<file path="src/rtl/vesp_boot_sequencer.sv">
// ---------------------------------------------------------------------------
// vesp_boot_sequencer
//
// Boot controller that sits between the top level and the vesp CPU/memory
// pair. On a start request it zeroes the low FLUSH_DEPTH words of main
// memory, then accepts a program image over a valid/ready stream and writes
// it to memory. It then holds the CPU in reset for RESET_HOLD cycles before
// releasing it. Out-of-range load addresses are dropped and flagged. A start
// request while running re-boots the system.
//
// Ports:
//   clk        in   system clock, rising edge
//   rst        in   asynchronous reset, active-low
//   start      in   single-cycle boot request (honoured in IDLE and RUN)
//   ld_valid   in   load-stream word valid
//   ld_ready   out  load-stream ready, high throughout LOAD
//   ld_addr    in   target address of the load word
//   ld_data    in   load word data
//   ld_last    in   marks the final word of the image
//   mem_we     out  memory write enable
//   mem_addr   out  memory write address
//   mem_wdata  out  memory write data
//   cpu_rst    out  CPU reset, active-low (released only in RUN)
//   busy       out  high in FLUSH, LOAD and HOLD
//   done       out  high in RUN
//   err        out  sticky out-of-range load flag, cleared by start
// ---------------------------------------------------------------------------
module vesp_boot_sequencer #(
  parameter int WORD_SIZE    = 16,
  parameter int ADDRESS_SIZE = 12,
  parameter int FLUSH_DEPTH  = 256,
  parameter int RESET_HOLD   = 4
) (
  input  logic                    clk,
  input  logic                    rst,
  input  logic                    start,
  input  logic                    ld_valid,
  output logic                    ld_ready,
  input  logic [ADDRESS_SIZE-1:0] ld_addr,
  input  logic [WORD_SIZE-1:0]    ld_data,
  input  logic                    ld_last,
  output logic                    mem_we,
  output logic [ADDRESS_SIZE-1:0] mem_addr,
  output logic [WORD_SIZE-1:0]    mem_wdata,
  output logic                    cpu_rst,
  output logic                    busy,
  output logic                    done,
  output logic                    err
);

  // One extra bit lets the flush counter reach 2**ADDRESS_SIZE without
  // wrapping back to zero when the whole address space is flushed.
  localparam int CNT_W  = ADDRESS_SIZE + 1;
  localparam int HOLD_W = $clog2(RESET_HOLD + 1);

  localparam logic [CNT_W-1:0]  FLUSH_END = CNT_W'(FLUSH_DEPTH);
  localparam logic [HOLD_W-1:0] HOLD_END  = HOLD_W'(RESET_HOLD);

  typedef enum logic [2:0] {
    IDLE,
    FLUSH,
    LOAD,
    HOLD,
    RUN
  } state_t;

  state_t              state;
  logic [CNT_W-1:0]    flush_cnt;
  logic [HOLD_W-1:0]   hold_cnt;
  logic                handshake;
  logic                in_range;

  // A word is consumed on any edge where both sides agree; whether it is
  // written depends only on whether its address lies inside the flushed span.
  assign handshake = ld_valid & ld_ready;
  assign in_range  = {1'b0, ld_addr} < FLUSH_END;

  // Boot state machine. Every output is a register updated here, so each
  // state's outputs are set up on the edge that enters the state. mem_we
  // defaults low and is raised only on edges that schedule a write.
  //
  // flush_cnt holds the address of the NEXT flush write: the write to
  // address 0 is issued on the start edge itself so that every FLUSH cycle
  // carries a write, and flushing ends once the counter reaches FLUSH_DEPTH.
  //
  // hold_cnt counts HOLD cycles already elapsed, starting at 1 on the edge
  // of the last handshake, so RUN is entered exactly RESET_HOLD edges later.
  always_ff @(posedge clk or negedge rst) begin
    if (!rst) begin
      state     <= IDLE;
      mem_we    <= 1'b0;
      mem_addr  <= '0;
      mem_wdata <= '0;
      cpu_rst   <= 1'b0;
      ld_ready  <= 1'b0;
      busy      <= 1'b0;
      done      <= 1'b0;
      err       <= 1'b0;
      flush_cnt <= '0;
      hold_cnt  <= '0;
    end else begin
      mem_we <= 1'b0;
      case (state)
        IDLE, RUN: begin
          if (start) begin
            state     <= FLUSH;
            busy      <= 1'b1;
            done      <= 1'b0;
            cpu_rst   <= 1'b0;
            err       <= 1'b0;
            mem_we    <= 1'b1;
            mem_addr  <= '0;
            mem_wdata <= '0;
            flush_cnt <= CNT_W'(1);
          end
        end

        FLUSH: begin
          if (flush_cnt == FLUSH_END) begin
            state    <= LOAD;
            ld_ready <= 1'b1;
          end else begin
            mem_we    <= 1'b1;
            mem_addr  <= flush_cnt[ADDRESS_SIZE-1:0];
            mem_wdata <= '0;
            flush_cnt <= flush_cnt + CNT_W'(1);
          end
        end

        LOAD: begin
          if (handshake) begin
            if (in_range) begin
              mem_we    <= 1'b1;
              mem_addr  <= ld_addr;
              mem_wdata <= ld_data;
            end else begin
              err <= 1'b1;
            end
            if (ld_last) begin
              state    <= HOLD;
              ld_ready <= 1'b0;
              hold_cnt <= HOLD_W'(1);
            end
          end
        end

        HOLD: begin
          if (hold_cnt == HOLD_END) begin
            state   <= RUN;
            cpu_rst <= 1'b1;
            done    <= 1'b1;
            busy    <= 1'b0;
          end else begin
            hold_cnt <= hold_cnt + HOLD_W'(1);
          end
        end

        default: begin
          state <= IDLE;
        end
      endcase
    end
  end

endmodule

</file>
<file path="config.mk">
export PLATFORM = sky130hd
export DESIGN_NAME = vesp_boot_sequencer
export DESIGN_NICKNAME = d
export VERILOG_FILES = /design/src/rtl/vesp_boot_sequencer.sv
export SDC_FILE = /design/constraint.sdc
export NUM_CORES = 1
export LEC_CHECK = 0
export CAP_MARGIN = 20
export CORE_MARGIN = 4
export CORE_UTILIZATION = 59
export CTS_BUF_LIST = sky130_fd_sc_hd__clkbuf_2 sky130_fd_sc_hd__clkbuf_4 sky130_fd_sc_hd__clkbuf_8
export DETAILED_ROUTE_END_ITERATION = 10
export DONT_BUFFER_PORTS = 1
export PLACE_DENSITY_LB_ADDON = 0.25
export REMOVE_ABC_BUFFERS = 1
export SLEW_MARGIN = 15
export SYNTH_ARGS = -nofsm -noshare
export SYNTH_HDL_FRONTEND = slang
export SYNTH_SLANG_ARGS = --single-unit
</file>
<file path="constraint.sdc">
create_clock -name clk -period 1.9 [get_ports clk]
set_input_delay 0.57 -clock clk [delete_from_list [all_inputs] [get_ports clk]]
set_output_delay 0.57 -clock clk [all_outputs]
set_load 0.01 [all_outputs]
</file>
==> results_dict.tcl, run 1 <==
set metrics [dict create \
    routed_wl_mm 5.639 \
    status "complete, no violations" \
    worst-endpoint-arrival_ps 2060 \
    cap_violations 0 \
    fin_cells 334 \
    cts_tree "yes" \
    comb_power_share_pct 42.1 \
    synth_compound_area_share_pct 15.17 \
    power_leakage_nw 1.380 \
    synth_top_cell_area_share_pct 49.76 \
    required_ps 2090 \
    syn_avg_cell_area_sq_um 10.18 \
    overflow 0 \
    grt_max_degree 53 \
    fill_cells 329 \
    place_inst 323 \
    yosys.area_share.simple_pct 15.17 \
    clk_latency_ps 310 \
    ctsLongestPathBuffers 2 \
    grt_setup_unrepaired "true" \
    num_antenna_cells 0 \
    grt_usage_pct 22.48 \
    die_h_microns 74.58 \
    via_count 1962 \
    die_w_microns 74.58 \
    syn_area_sq_um 2615 \
    synth_edf_count 0 \
    cts_root_buf "clkbuf_8" \
    synth-xor-area-share_pct 0.6699 \
    p_int_w 0.002384 \
    clkTransAtPathRegs_ps 90 \
    synthCells 257 \
    p_sw_w 0.001313 \
    cts_made_buffers 5 \
    final_nets 320 \
    end_kind "flip-flop" \
    utilization_pct 73.73 \
    setup_violations 0 \
    fin_worst_skew_ps 7.168 \
    slew_headroom_pct 75.11 \
    synth_seq_area_share_pct 49.76 \
    clkPwrFrac_pct 18.0 \
    die_area_sq_um 5561 \
    yosys_warnings 0 \
    htreeDepth 2 \
    hold_path.class "primary input to asynchronous set/reset pin" \
    synth_top_cells_by_area "dfrtp_1 50%, mux2i_1 6.1%, a22o_1 5.7%" \
    drcViolationCount 0 \
    power_frac_seq_pct 39.9 \
    initial_core_util_pct 63.10 \
    synth-main-ff-cell "dfrtp_1" \
    wl_per_cell_microns 16.88 \
    coreArea_sq_um 4144 \
    dr.pass1.iters 4 \
    ioPinCount 67 \
    yosysTopAreaCell "dfrtp_1" \
    syn_to_final_growth_pct 16.84 \
    p_per_area_nw_per_um2 1210 \
    switching_share_pct 35.51 \
    ff2ff_setup_slack_ps 30 \
    globalplace.congestion 0.7694 \
    synth_seq_cells 52 \
    synth_mux_area_share_pct 10.43 \
    fin_setup_tns_ps 0 \
    yosysUniqueCellTypes 44 \
    dp_hpwl_mm 3.951 \
    portBuffers 0 \
    layout-drive-gt1-share_pct 20.42 \
    crit_fanout 8 \
    cts_sinks 52 \
    rows 23 \
    yosys.area_share.adder_pct 1.914 \
    period_share_pct 98.27 \
    worstMarginPinSlew_ps 372.6 \
    grt_pass1_vias 2052 \
    max_freq_mhz 535.6 \
    worst_setup_path_start_kind "flip-flop" \
    drt-initial-drc-count 124 \
    synth_top_family_by_area "simple AND/OR/NAND/NOR gates" \
    vias_per_cell 5.874 \
    ant_nets 0 \
    min_period_ps 1867 \
    hold_violations 0 \
    path_class "flip-flop to flip-flop" \
    antenna_found_initial 0 \
    grt_first_pass_wirelength_mm 9.418 \
    peakVddDrop_uv 743.4 \
    async_flop_share_pct 100.0 \
    maxSlewViolCount 0 \
]
-- cell families after synthesis --
kind of cell	after synthesis
xor+xnor	2
compound gates	53
mux	26
buf+inv	39
fa+ha+maj	4
flops	52
simple gates	81
-- critical path: stages, from the launching register on --
cell      delay (ps)
dfrtp_1          400
inv_2             70
ha_4             130
nor4b_4          250
a31oi_4          140
a211oi_4         230
buf_6            190
mux2_1           330
-- Yosys cell counts, types with 4 or more instances --
master / instances
dfrtp_1: 52
nand3_1: 5
nor3_1: 6
a22o_1: 17
nor2_1: 12
clkbuf_1: 5
a31oi_1: 4
inv_1: 24
a21oi_1: 6
o21ai_0: 10
nand2_1: 38
mux2_1: 9
ha_1: 4
nor4_1: 4
mux2i_1: 16
buf_2: 6
-- cell type report --
class / count / area, sq um / area share [%]
sequential: 52 / 1301 / 42.59
timing repair buffer: 34 / 302.8 / 9.910
clock buffer: 7 / 90.09 / 2.948
clock inverter: 1 / 7.507 / 0.2457
inverter: 24 / 90.09 / 2.948
multi-input combinational: 166 / 1201 / 39.31
tap: 50 / 62.56 / 2.048
-- power by group through the flow --
| stage | sequential (W) | clock (W) | combinational (W) |
|---|---|---|---|
| 3_3_place_gp | 0.00148 | 0 | 0.00135 |
| 5_1_grt | 0.00150 | 0.000723 | 0.00171 |
| 4_1_cts | 0.00146 | 0.000683 | 0.00146 |
| 3_5_place_dp | 0.00148 | 0 | 0.00140 |
| 6_report | 0.00148 | 0.000664 | 0.00156 |
| 2_1_floorplan | 0.00153 | 0 | 0.000755 |
-- final timing paths --
kind / depth (start not counted) / end / start
setup / recovery: 7 / mem_addr[2]$_DFFE_PN0P_ / flush_cnt[0]$_DFFE_PN0P_
hold / removal: 1 / mem_addr[7]$_DFFE_PN0P_ / rst
setup reg to reg: 7 / mem_addr[2]$_DFFE_PN0P_ / flush_cnt[0]$_DFFE_PN0P_
hold reg to reg: 1 / hold_cnt[1]$_DFFE_PN0P_ / hold_cnt[1]$_DFFE_PN0P_
max in group asynchronous: 1 / hold_cnt[2]$_DFFE_PN0P_ / rst
min in group clk: 2 / mem_wdata[13]$_DFFE_PN0P_ / ld_data[13]
-- metal layers --
layer	GRT usage (%)	wire (microns)
met5	0	0
met4	9.289	84
met3	5.270	328
met2	36.68	2725
met1	28.86	2501
-- placed cells by master (no fill, tap or decap), types with 5 or more instances in the layout --
master / n
dfrtp_1: 52
nand2_1: 38
buf_4: 28
inv_1: 22
a22o_1: 17
mux2i_1: 15
nor2_1: 12
o21ai_0: 10
mux2_1: 7
nor3_1: 6
a21oi_1: 6
clkbuf_8: 6
nand3_1: 5
-- registers in the layout, summed over array words and instances (netlist names) --
name / cells
state: 3
mem_addr: 12
mem_we: 1
hold_cnt: 3
mem_wdata: 16
flush_cnt: 13
done: 1
busy: 1
ld_ready: 1
err: 1
-- what timing repair did --
| item | in CTS | in global routing |
|---|---|---|
| buffers inserted | 0 | 2 |
| setup endpoints to repair | 25 | 27 |
| hold endpoints to repair | 52 | 0 |
| resized for setup | 2 | 13 |
| hold buffers | 1 | 0 |
| pin swaps | 0 | 1 |
-- metrics by stage --
stage | hold WS (ps) | instance area (sq um) | total power, W | worst slack (ps)
finish | 108.1 | 3055 | 0.003697 | 32.94
global route | 109.3 | 3055 | 0.003936 | -80.25
CTS | 112.3 | 2984 | 0.003602 | -15.25
detailed placement | 276.1 | 2846 | 0.002875 | -44.85
global placement | 276.1 | 2846 | 0.002825 | 67.35
floorplan | 274.4 | 2525 | 0.002281 | -1302
Power figures use the tool's default switching activity.
==> run 2, diff against run 1 <==
- SLEW_MARGIN: 15 -> 20
==> results of run 2 <==
Final layout, timing and power as in run 1 (identical DEF).
==> run 3, diff against run 2 <==
--- a/config.mk
+++ b/config.mk
@@ -6,7 +6,8 @@
 export NUM_CORES = 1
 export LEC_CHECK = 0
+export ABC_AREA = 1
 export CAP_MARGIN = 20
 export CORE_MARGIN = 4
-export CORE_UTILIZATION = 59
+export CORE_UTILIZATION = 60
 export CTS_BUF_LIST = sky130_fd_sc_hd__clkbuf_2 sky130_fd_sc_hd__clkbuf_4 sky130_fd_sc_hd__clkbuf_8
 export DETAILED_ROUTE_END_ITERATION = 10
==> constraint.sdc (replaced) <==
create_clock -name clk -period 2 [get_ports clk]
set_input_delay 0.3 -clock clk [delete_from_list [all_inputs] [get_ports clk]]
set_output_delay 0.3 -clock clk [all_outputs]
set_load 0.01 [all_outputs]
==> run 3 against run 2 <==
  * Global-route usage is 0.18 points lower
  * Die area is 3.3% higher
  * Area after synthesis is 5.5% higher
  * Count of clock-buffer cells in the layout is 1 lower
  * Total power is 9.9% higher
  * Clock power is 4.1% lower
  * Flip-flop and latch count stayed put
  * Core utilization is 7.2 points lower
==> results_dict.tcl, run 3 <==
set metrics [dict create \
    antenna_found_initial 0 \
    cts_tree "yes" \
    end_kind "flip-flop" \
    p_int_w 0.002242 \
    routed_wl_mm 6.081 \
    required_ps 2250 \
    synth-main-ff-cell "dfrtp_1" \
    overflow 0 \
    synth_top_cells_by_area "dfrtp_1 47%, nand2_1 17%, nand3_1 9.6%" \
    max_freq_mhz 572.8 \
    dp_hpwl_mm 4.289 \
    clkPwrFrac_pct 15.7 \
    synth_top_family_by_area "simple AND/OR/NAND/NOR gates" \
    syn_to_final_growth_pct 6.531 \
    synth.most_common_cell "nand2_1" \
    crit_top_cell "nand2_1" \
    synthCells 379 \
    wl_per_cell_microns 14.01 \
    p_per_area_nw_per_um2 1382 \
    path_cells "nor2_1 -> nand2_1 -> buf_4 -> inv_2 -> nand4_2 -> nand2_2 -> buf_12 -> nand2_1 -> nand2_1" \
    drt-initial-drc-count 190 \
    utilization_pct 66.58 \
    top_register "mem_wdata" \
    maxSlewViolCount 0 \
    power_w 0.004063 \
    worstMarginPinSlew_ps 574.6 \
    placed_area_sq_um 2789 \
    yosys.area_share.adder_pct 1.814 \
    worst-endpoint-arrival_ps 2000 \
    final_cell_mix "125 x nand2_1, 53 x nand3_1, 52 x dfrtp_1, 43 x inv_1, 36 x nor2_1" \
    critPathTopFamily "simple AND/OR/NAND/NOR gates" \
    syn_avg_cell_area_sq_um 7.279 \
    cts_root_buf "clkbuf_8" \
    power_frac_seq_pct 44.8 \
    hold_violations 0 \
    fin_worst_skew_ps 12.26 \
    largest_reg_flops 16 \
    setup_violations 0 \
    hold_slack_ps 197.0 \
    yosys.area_share.simple_pct 35.74 \
    die_h_microns 75.81 \
    grt_setup_unrepaired "false" \
    clk_latency_ps 310 \
    critPathBufInv 3 \
    grt_max_degree 53 \
    max_stage_delay_ps 440 \
    path_class "flip-flop to flip-flop" \
    synth_seq_cells 52 \
    ctsLongestPathBuffers 2 \
    cts_sinks 52 \
    power_leakage_nw 1.622 \
    fin_cells 434 \
    p_sw_w 0.001821 \
    rows 24 \
    synth_compound_area_share_pct 5.170 \
    fin_area_sq_um 2939 \
    final_common_cell "nand2_1" \
    initial_core_util_pct 62.50 \
    ioPinCount 67 \
    synth_edf_count 0 \
    period_share_pct 87.29 \
    comb_power_share_pct 39.5 \
    min_period_ps 1746 \
    syn_area_sq_um 2759 \
    worst_path_max_delay_cell "dfrtp_1" \
    fill_cells 385 \
    yosysTopAreaCell "dfrtp_1" \
    portBuffers 0 \
    vias_per_cell 5.422 \
    crit_fanout 21 \
    ys_top_cells_by_count "126 x nand2_1, 53 x nand3_1, 52 x dfrtp_1" \
    synth-xor-area-share_pct 0.6349 \
    place_inst 422 \
    die_area_sq_um 5747 \
    via_count 2353 \
    globalplace.congestion 0.8578 \
    status "complete, no violations" \
    grt_first_pass_wirelength_mm 9.818 \
    coreArea_sq_um 4414 \
    clkTransAtPathRegs_ps 100 \
    cts_made_buffers 5 \
    htreeDepth 2 \
    hold_path.class "primary input to flip-flop" \
    synth_mux_area_share_pct 0 \
    drcViolationCount 0 \
    die_w_microns 75.81 \
    worst_setup_path_start_kind "flip-flop" \
    layout-drive-gt1-share_pct 7.330 \
    num_antenna_cells 0 \
    top_regs "mem_wdata: 16 flops, flush_cnt: 13 flops, mem_addr: 12 flops" \
    grt_pass1_vias 2192 \
    synth_top_cell_area_share_pct 47.17 \
    grt_usage_pct 22.30 \
    slew_headroom_pct 61.65 \
    dr.pass1.iters 4 \
    switching_share_pct 44.82 \
    yosys_warnings 0 \
    peakVddDrop_uv 867.6 \
    async_flop_share_pct 100.0 \
    synth_seq_area_share_pct 47.17 \
    cap_violations 0 \
    final_nets 418 \
    yosysUniqueCellTypes 23 \
    ant_nets 0 \
]
run 3: cell types whose count changed after synthesis, sizes merged, moves of 16 or more:
| cell | delta |
|---|---|
| nand2 | +92 |
| nand3 | +48 |
| nor2 | +25 |
| inv | +23 |
| a22o | -17 |
| mux2i | -16 |
run 3: final cells by class:
type	instances	area, sq um	share of cell area [%]
Inverter	47	176.4	6.003
Clock buffer	6	82.58	2.810
Multi-Input combinational cell	267	1205	41.00
Tap cell	52	65.06	2.214
Clock inverter	2	13.76	0.4683
Sequential cell	52	1301	44.27
Timing Repair Buffer	8	95.09	3.235
run 3: kinds of logic (layout without fill, tap and decap cells):
logic type                 Yosys count  in the layout
and+or+nand+nor                    232            233
buffers and inverters               61             63
DFF                                 52             52
AOI/OAI and AO/OA                   28             28
adders and majority gates            4              4
xor gates and xnor gates             2              2
run 3: per-layer routing:
metal  vias up  track usage, %  share of wire (%)
li1       1188               -                  -
met1      1090           28.97                 44
met2        66           36.88                 47
met3         9           4.881                6.8
met4         0           7.379                1.6
met5         -               0                  0
run 3: worst paths after layout:
path	start	to	slack, ps	cells past startpoint
min in group asynchronous	rst	flush_cnt[1]$_DFFE_PN0P_	530	2
max in group asynchronous	rst	done$_DFFE_PN0P_	1250	2
worst max register to register	state[1]$_DFFE_PN0P_	mem_wdata[3]$_DFFE_PN0P_	250	9
worst min register to register	hold_cnt[1]$_DFFE_PN0P_	hold_cnt[1]$_DFFE_PN0P_	510	2
worst max-delay path	state[1]$_DFFE_PN0P_	mem_wdata[3]$_DFFE_PN0P_	250	9
worst min-delay path	ld_data[10]	mem_wdata[10]$_DFFE_PN0P_	200	4
run 3: metrics by stage:
step,worst slack [ps],setup TNS [ps]
2_1_floorplan,-49.18,-1383
3_3_place_gp,24.58,0
3_5_place_dp,-30.88,-314.0
4_1_cts,104.5,0
5_1_grt,42.87,0
6_report,254.3,0
run 3: worst reg2reg max path: cells and delay by family, from the launching register on:
kind | cells | cell delay [ps]
flops | 1 | 440
simple gates | 6 | 650
buf+inv | 3 | 600
run 3: repair_timing:
item / CTS / global route
pin swaps: 1 / 1
hold buffers: 2 / 0
gates cloned: 1 / 0
setup buffers: 0 / 1
endpoints found under the hold margin: 52 / 0
endpoints found under the setup margin: 20 / 27
gates resized for setup: 0 / 1
run 3: power groups by stage:
| stage | logic, W | registers, W | clock network (W) |
|---|---|---|---|
| floorplan | 0.00112 | 0.00176 | 0 |
| global placement | 0.00146 | 0.00184 | 0 |
| detailed placement | 0.00151 | 0.00185 | 0 |
| CTS | 0.00159 | 0.00183 | 0.000654 |
| global route | 0.00185 | 0.00188 | 0.000693 |
| finish | 0.00161 | 0.00182 | 0.000637 |
==> RTL edit, RTL diff (config.mk and constraints of run 1) <==
Set the parameter `RESET_HOLD` to 8 (it was 4).
--- a/src/rtl/vesp_boot_sequencer.sv
+++ b/src/rtl/vesp_boot_sequencer.sv
@@ -29,7 +29,7 @@
   parameter int WORD_SIZE    = 16,
   parameter int ADDRESS_SIZE = 12,
   parameter int FLUSH_DEPTH  = 256,
-  parameter int RESET_HOLD   = 4
+  parameter int RESET_HOLD   = 8
 ) (
   input  logic                    clk,
   input  logic                    rst,
Behaviour: no difference found for any inputs over 10 cycles, from zero or initial values and one cycle with rst low; that may be too few to reach the edited logic, so the function may still have changed.
==> RTL edit against run 1 <==
Via count grew 9.6%. Critical path depth shrank 2. Sequential cell count grew 1. Worst setup slack gained 0.021 ns. Total power grew 24%. Wire length grew 13%. Hold slack gained 0.0041 ns. Non-clock buffer count grew 8. Area after synthesis grew 2.1%. Cell area grew 3.4%.
==> RTL edit: results <==
{
  "path_clk_slew_ns": 0.10,
  "finalWeightedCongestion": 0.867,
  "status": "completed",
  "cp.arrival_ns": 2.03,
  "finClkSkew_ns": 0.00809,
  "finalNetCount": 341,
  "ir_drop_mv": 0.721,
  "drt_wl_total_um": 6350,
  "vias": 2150,
  "ys_types": 43,
  "cpMaxStageDelayCell": "or4_1",
  "largest_reg_flops": 16,
  "first_pass_iters": 4,
  "cts_root_buf": "clkbuf_8",
  "htree_levels": 2,
  "placed_area_um2": 2960,
  "crit_path_max_fanout": 5,
  "switching_share_pct": 37.3,
  "drtIter0Drc": 268,
  "grt_usage_pct": 23.4,
  "cts_buffers": 5,
  "yosys_warnings": 0,
  "max-cap-violations": 0,
  "dp_hpwl_um": 4480,
  "max_stage_delay_ns": 0.55,
  "leakagePower_uw": 0.00148,
  "grt_pass1_wl_um": 10100,
  "grt_max_degree": 54,
  "grt_pass1_vias": 2146,
  "async_reset_ff_share_pct": 100,
  "yosys-top-cells-count": "53 x dfrtp_1, 34 x nand2_1, 30 x inv_1",
  "ys_seq_area_share_pct": 49.7,
  "port_buffers": 0,
  "pre_cts_slack_ns": -0.0769,
  "layout-drive-gt1-share_pct": 21.6,
  "cp_top_family": "simple AND/OR/NAND/NOR gates",
  "yosys-top-cells-area": "dfrtp_1 50%, mux2i_1 6.4%, nand2_1 4.8%",
  "max_slew_margin_pct": 70.6
}
-- RTL edit: cell types whose count changed after synthesis, sizes merged, moves of 5 or more --
cell	delta
a22o	-10
inv	+6
nand3	+7
o21ai	+5
-- RTL edit: cell families (layout without fill, tap and decap cells) --
logic type                 count (synthesis)  in the layout  synth area share (%)
adders and majority gates                  4              4                  1.87
buffers and inverters                     45             80                  7.36
DFF                                       53             53                  49.7
and+or+nand+nor                           87             87                  16.7
xor gates and xnor gates                   1              1                 0.328
AOI/OAI and AO/OA                         53             53                  13.4
muxes                                     27             27                  10.6
-- RTL edit: worst reg2reg max path: stages (launching register included) --
cell and delay (ns):
dfrtp_1 0.38, buf_4 0.15, nand4_1 0.18, or4_1 0.55
and4_1 0.22, a211o_1 0.26
-- RTL edit: layout make-up --
type | instances | area, um2
Sequential cell | 53 | 1330
Fill cell | 308 | 1200
Multi-Input combinational cell | 172 | 1190
Timing Repair Buffer | 42 | 347
Inverter | 30 | 113
Clock buffer | 7 | 90.1
Tap cell | 52 | 65.1
Clock inverter | 1 | 30.0
-- RTL edit: repair_timing --
action,4_1_cts,5_1_grt
pin swaps,1,2
buffers inserted,0,2
endpoints found under the setup margin,26,27
hold buffers,1,0
endpoints found under the hold margin,53,0
resized for setup,1,6
-- RTL edit: path summary, 6_finish.rpt --
path                              start             to  slack, ns  cells after the start
setup / recovery           flush_cnt[7]  flush_cnt[11]       0.05                      5
hold / removal                      rst   mem_wdata[7]       0.11                      1
max in group asynchronous           rst  flush_cnt[10]       1.55                      1
hold reg to reg             hold_cnt[3]    hold_cnt[3]       0.54                      2
min in group clk             ld_data[9]   mem_wdata[9]       0.40                      2
setup reg to reg           flush_cnt[7]  flush_cnt[11]       0.05                      5
-- RTL edit: metal layers --
metal / part of all wire, % / GRT usage [%]
met4: 1.4 / 8.35
met3: 7.7 / 4.94
met1: 41 / 30.6
met2: 49 / 38.5
met5: 0 / 0
-- RTL edit: through the flow --
step,std cells,TNS [ns],hold slack [ns],power (uW)
floorplan,255,-48.50,0.274,2830
global placement,346,-0.0670,0.276,3580
detailed placement,346,-0.974,0.276,3640
CTS,355,0,0.124,4490
global route,357,-0.0273,0.123,4890
finish,357,0,0.112,4580
-- RTL edit: power groups by stage --
| stage | clock, uW | sequential (uW) | combinational [uW] |
|---|---|---|---|
| 2_1_floorplan | 0 | 1720 | 1110 |
| 6_report | 804 | 1690 | 2090 |
| 4_1_cts | 811 | 1700 | 1980 |
| 5_1_grt | 862 | 1730 | 2290 |
| 3_3_place_gp | 0 | 1700 | 1880 |
| 3_5_place_dp | 0 | 1710 | 1930 |
